File: src/rtl/piso_shift_register.sv
// piso_shift_register: 74HC165-style parallel-in/serial-out shift register, MSB-first on q.
// Define PISO_STATUS_EN to add the `empty` output backed by a saturating shift counter.
module piso_shift_register #(
    parameter int WIDTH = 16
) (
    input  logic             clk,
    input  logic             rst_n,
    input  logic             shld,
    input  logic             clk_inh,
    input  logic             ser,
    input  logic [WIDTH-1:0] parin,
    output logic             q,
    output logic             q_n
`ifdef PISO_STATUS_EN
    ,
    output logic             empty
`endif
);

    logic [WIDTH-1:0] r_sr;
    logic             w_load;
    logic             w_shift;

    // Load wins over inhibit; inhibit only freezes shifting.
    assign w_load  = ~shld;
    assign w_shift = shld & ~clk_inh;

    always_ff @(posedge clk or negedge rst_n) begin
        if (!rst_n) begin
            r_sr <= '0;
        end else if (w_load) begin
            r_sr <= parin;
        end else if (w_shift) begin
            r_sr <= {r_sr[WIDTH-2:0], ser};
        end
    end

    assign q   = r_sr[WIDTH-1];
    assign q_n = ~r_sr[WIDTH-1];

`ifdef PISO_STATUS_EN
    localparam int               CNT_W    = $clog2(WIDTH + 1);
    localparam logic [CNT_W-1:0] CNT_FULL = CNT_W'(WIDTH);

    logic [CNT_W-1:0] r_cnt;
    logic [CNT_W-1:0] w_cnt_nxt;
    logic             r_empty;

    assign w_cnt_nxt = r_cnt + 1'b1;

    // Counter saturates at WIDTH; empty is registered alongside it.
    always_ff @(posedge clk or negedge rst_n) begin
        if (!rst_n) begin
            r_cnt   <= CNT_FULL;
            r_empty <= 1'b1;
        end else if (w_load) begin
            r_cnt   <= '0;
            r_empty <= 1'b0;
        end else if (w_shift && (r_cnt != CNT_FULL)) begin
            r_cnt   <= w_cnt_nxt;
            r_empty <= (w_cnt_nxt == CNT_FULL);
        end
    end

    assign empty = r_empty;
`endif

endmodule

File: config.mk
export PLATFORM = sky130hd
export DESIGN_NAME = piso_shift_register
export DESIGN_NICKNAME = d
export VERILOG_FILES = /design/src/rtl/piso_shift_register.sv
export SDC_FILE = /design/constraint.sdc
export NUM_CORES = 1
export LEC_CHECK = 0
export BUFFER_PORTS_ARGS = -buffer_cell sky130_fd_sc_hd__clkbuf_2
export CAP_MARGIN = 5
export CORE_MARGIN = 4
export CORE_UTILIZATION = 48
export DETAILED_ROUTE_END_ITERATION = 10
export GPL_ROUTABILITY_DRIVEN = 0
export GPL_TIMING_DRIVEN = 0
export PLACE_DENSITY_LB_ADDON = 0.1
export SYNTH_ARGS = -nofsm -noshare
export SYNTH_HDL_FRONTEND = slang
export SYNTH_SLANG_ARGS = --single-unit
export TNS_END_PERCENT = 30
File: constraint.sdc
create_clock -name clk -period 0.8 [get_ports clk]
set_input_delay 0.2 -clock clk [delete_from_list [all_inputs] [get_ports clk]]
set_output_delay 0.2 -clock clk [all_outputs]
set_load 0.02 [all_outputs]
==> results.json <==
{
  "floorplan.die.height_microns": 47.52,
  "overflow": 0,
  "final.setup.worst_slack_ps": -270.6,
  "hold_path.class": "input pin to register",
  "yosys_register_bits": 16,
  "largest_reg_flops": 16,
  "power_per_unit_of_standard_cell_area_nw_per_um2": 1807,
  "yosys-top-cells-area": "dfrtp_1 (53%), mux2i_1 (21%), a21oi_1 (11%)",
  "regArea_sq_um": 400.4,
  "timing.max_slew.rel_slack": 0.7091,
  "synth_area_per_cell_sq_um": 10.71,
  "cts_clock_pin_slew_for_the_worst_setup_and_hold_paths_ps": 90,
  "worst_pin_slew_ps": 436.4,
  "synth.largest_area_cell": "dfrtp_1",
  "die_area_sq_um": 2258,
  "post-route-min-period_ps": 1071,
  "fill_cells": 116,
  "cp-start-kind": "register",
  "cts-root-to-sink-buffers": 2,
  "clock-root-buffer": "clkbuf_4",
  "gr-usage-all-layers": 0.1561,
  "cp.arrival_ps": 870,
  "detailedRoute.firstIterationViolations": 12,
  "p_clk_frac": 0.252,
  "seqPwrFrac": 0.562,
  "crit_type": "register to output pin",
  "finalCoreUtilization": 0.6688,
  "global_route_wire_length_before_repair_mm": 2.408,
  "critPathCaptureType": "output pin",
  "initial_antenna_violation_count": 0,
  "finalHoldViolCount": 0,
  "postRouteAntennaNets": 0,
  "rows": 13,
  "chipWidth_microns": 47.52,
  "antennaDiodeCount": 0,
  "synth_area_sq_um": 749.5,
  "detailedRoute.firstPassIterationCount": 4,
  "drv.max_cap_violation_count": 0,
  "power.static_leakage_uw": 0.0004677,
  "largest_net_degree_at_the_start_of_global_routing": 17,
  "multi_input_area_sq_um": 300.3,
  "synthesized_nets": 91,
  "num_vias": 555,
  "status": "finished with violations",
  "initial_utilization": 0.5421,
  "worst_vdd_ir_v": 0.0009070,
  "finClkSkew_ps": 2.626,
  "avgViaCountPerCell": 5.045,
  "proportion_of_layout_cells_with_a_drive_suffix_above_1": 0.3053,
  "clkLatencyLatePin_ps": 290,
  "cts_inserted_buffers": 3,
  "violations_in_the_final_reports": "setup timing",
  "period_share": 1.338,
  "finalHoldWorstSlack_ps": 134.6,
  "reg_top3": "r_sr (16)",
  "cts.sinks": 16,
  "portBuffers": 21,
  "syn_inst": 70,
  "finalNonFillerCells": 110,
  "place.detailed.hpwl_mm": 1.009,
  "cts_tree": "built",
  "first_global_vias": 525,
  "flow.area_growth_from_synthesis_pct": 23.37,
  "top_level_ports": 23,
  "drc_errors": 0,
  "synth_warnings": 0,
  "core-area_sq_um": 1383,
  "finalNetCount": 118,
  "combPwrFrac": 0.186,
  "largest_register": "r_sr",
  "largest_fanout_on_the_critical_path": 3,
  "h_tree_level_count": 1,
  "sw_frac_of_total": 0.2631,
  "internal_power_uw": 1231,
  "cell_count_post_placement": 106,
  "share_of_yosys_cell_area_claimed_by_the_top_area_cell_type": 0.5342,
  "post_detailed_routing_wire_length_mm": 1.426,
  "clock.fmax_mhz": 934.1,
  "synth-seq-area-share": 0.5342,
  "total_switching_power_uw": 439.5,
  "unrepaired_setup_endpoints_after_global_routing": "yes",
  "report.final.setup_viol": 2,
  "slew_viol_final": 0,
  "wl_per_cell_microns": 12.96,
  "crit_required_ps": 600,
  "synth_cell_types": 9
}
[timing repair]
item                                   in CTS  in global routing
resized for setup                           2                  2
setup endpoints to repair                   2                  5
hold buffers                                1                  0
buffers inserted                            0                  0
endpoints found under the hold margin      16                  0
pin swaps                                   0                  3
[power by group through the flow]
stage / registers, uW / clock network (uW) / logic [uW]
finish: 939 / 421 / 311
global route: 951 / 461 / 349
CTS: 940 / 424 / 313
detailed placement: 955 / 0 / 300
global placement: 951 / 0 / 293
floorplan: 948 / 0 / 194
[worst max-delay path, cell delays in order (launching register included)]
cell and delay (ps):
dfrtp_1 410, inv_2 70, buf_8 100
[cells in the final DEF, fill, tap and decap left out, drive strengths merged]
| master | instances |
|---|---|
| mux2i | 16 |
| dlygate4sd3 | 1 |
| clkbuf | 23 |
| buf | 6 |
| a21oi | 16 |
| nor2 | 16 |
| inv | 1 |
| dfrtp | 16 |
[synthesized netlist by cell type]
master,number
buf_6,1
mux2i_1,16
nor2_1,16
buf_2,2
a21oi_1,16
buf_12,1
dfrtp_1,16
inv_1,1
clkbuf_1,1
[area by class of cell]
class / instances / share of cell area
multi-input combinational: 48 / 0.3248
clock buffer: 3 / 0.02436
timing repair buffer: 22 / 0.1353
inverter: 1 / 0.004060
buffer: 5 / 0.05819
sequential: 16 / 0.4330
tap: 15 / 0.02030
[worst paths after layout]
check / startpoint / cells after the start / to / slack (ps)
hold reg to reg: r_sr[14] / 2 / r_sr[14] / 570
setup reg to reg: r_sr[2] / 2 / r_sr[2] / 50
hold / removal: parin[1] / 3 / r_sr[1] / 130
setup / recovery: r_sr[15] / 2 / q_n / -270
min in group asynchronous: rst_n / 2 / r_sr[0] / 360
max in group asynchronous: rst_n / 2 / r_sr[8] / 160
[per-layer routing]
layer	part of all wire	wire length, microns	track usage
met5	0	0	0
met4	0.020	29	0.08287
met3	0.076	108	0.03383
met2	0.47	669	0.2487
met1	0.43	619	0.1976
[cells by family after synthesis]
group           count (synthesis)  synth area share
simple gates                   16           0.08014
buf+inv                         6           0.06510
compound gates                 16            0.1068
flops                          16            0.5342
mux                            16            0.2137
[per-stage QoR]
stage / total power (uW) / area (sq um) / setup WS (ps) / setup TNS, ps
after CTS: 1677 / 923.4 / -296.1 / -568.0
final: 1671 / 924.6 / -270.6 / -538.4
after global placement: 1244 / 882.1 / -160.3 / -1474
after global routing: 1762 / 924.6 / -301.2 / -615.9
after detailed placement: 1255 / 882.1 / -166.3 / -1519
after floorplan: 1142 / 758.2 / -2.144 / -17.15
Power figures use the tool's default switching activity.
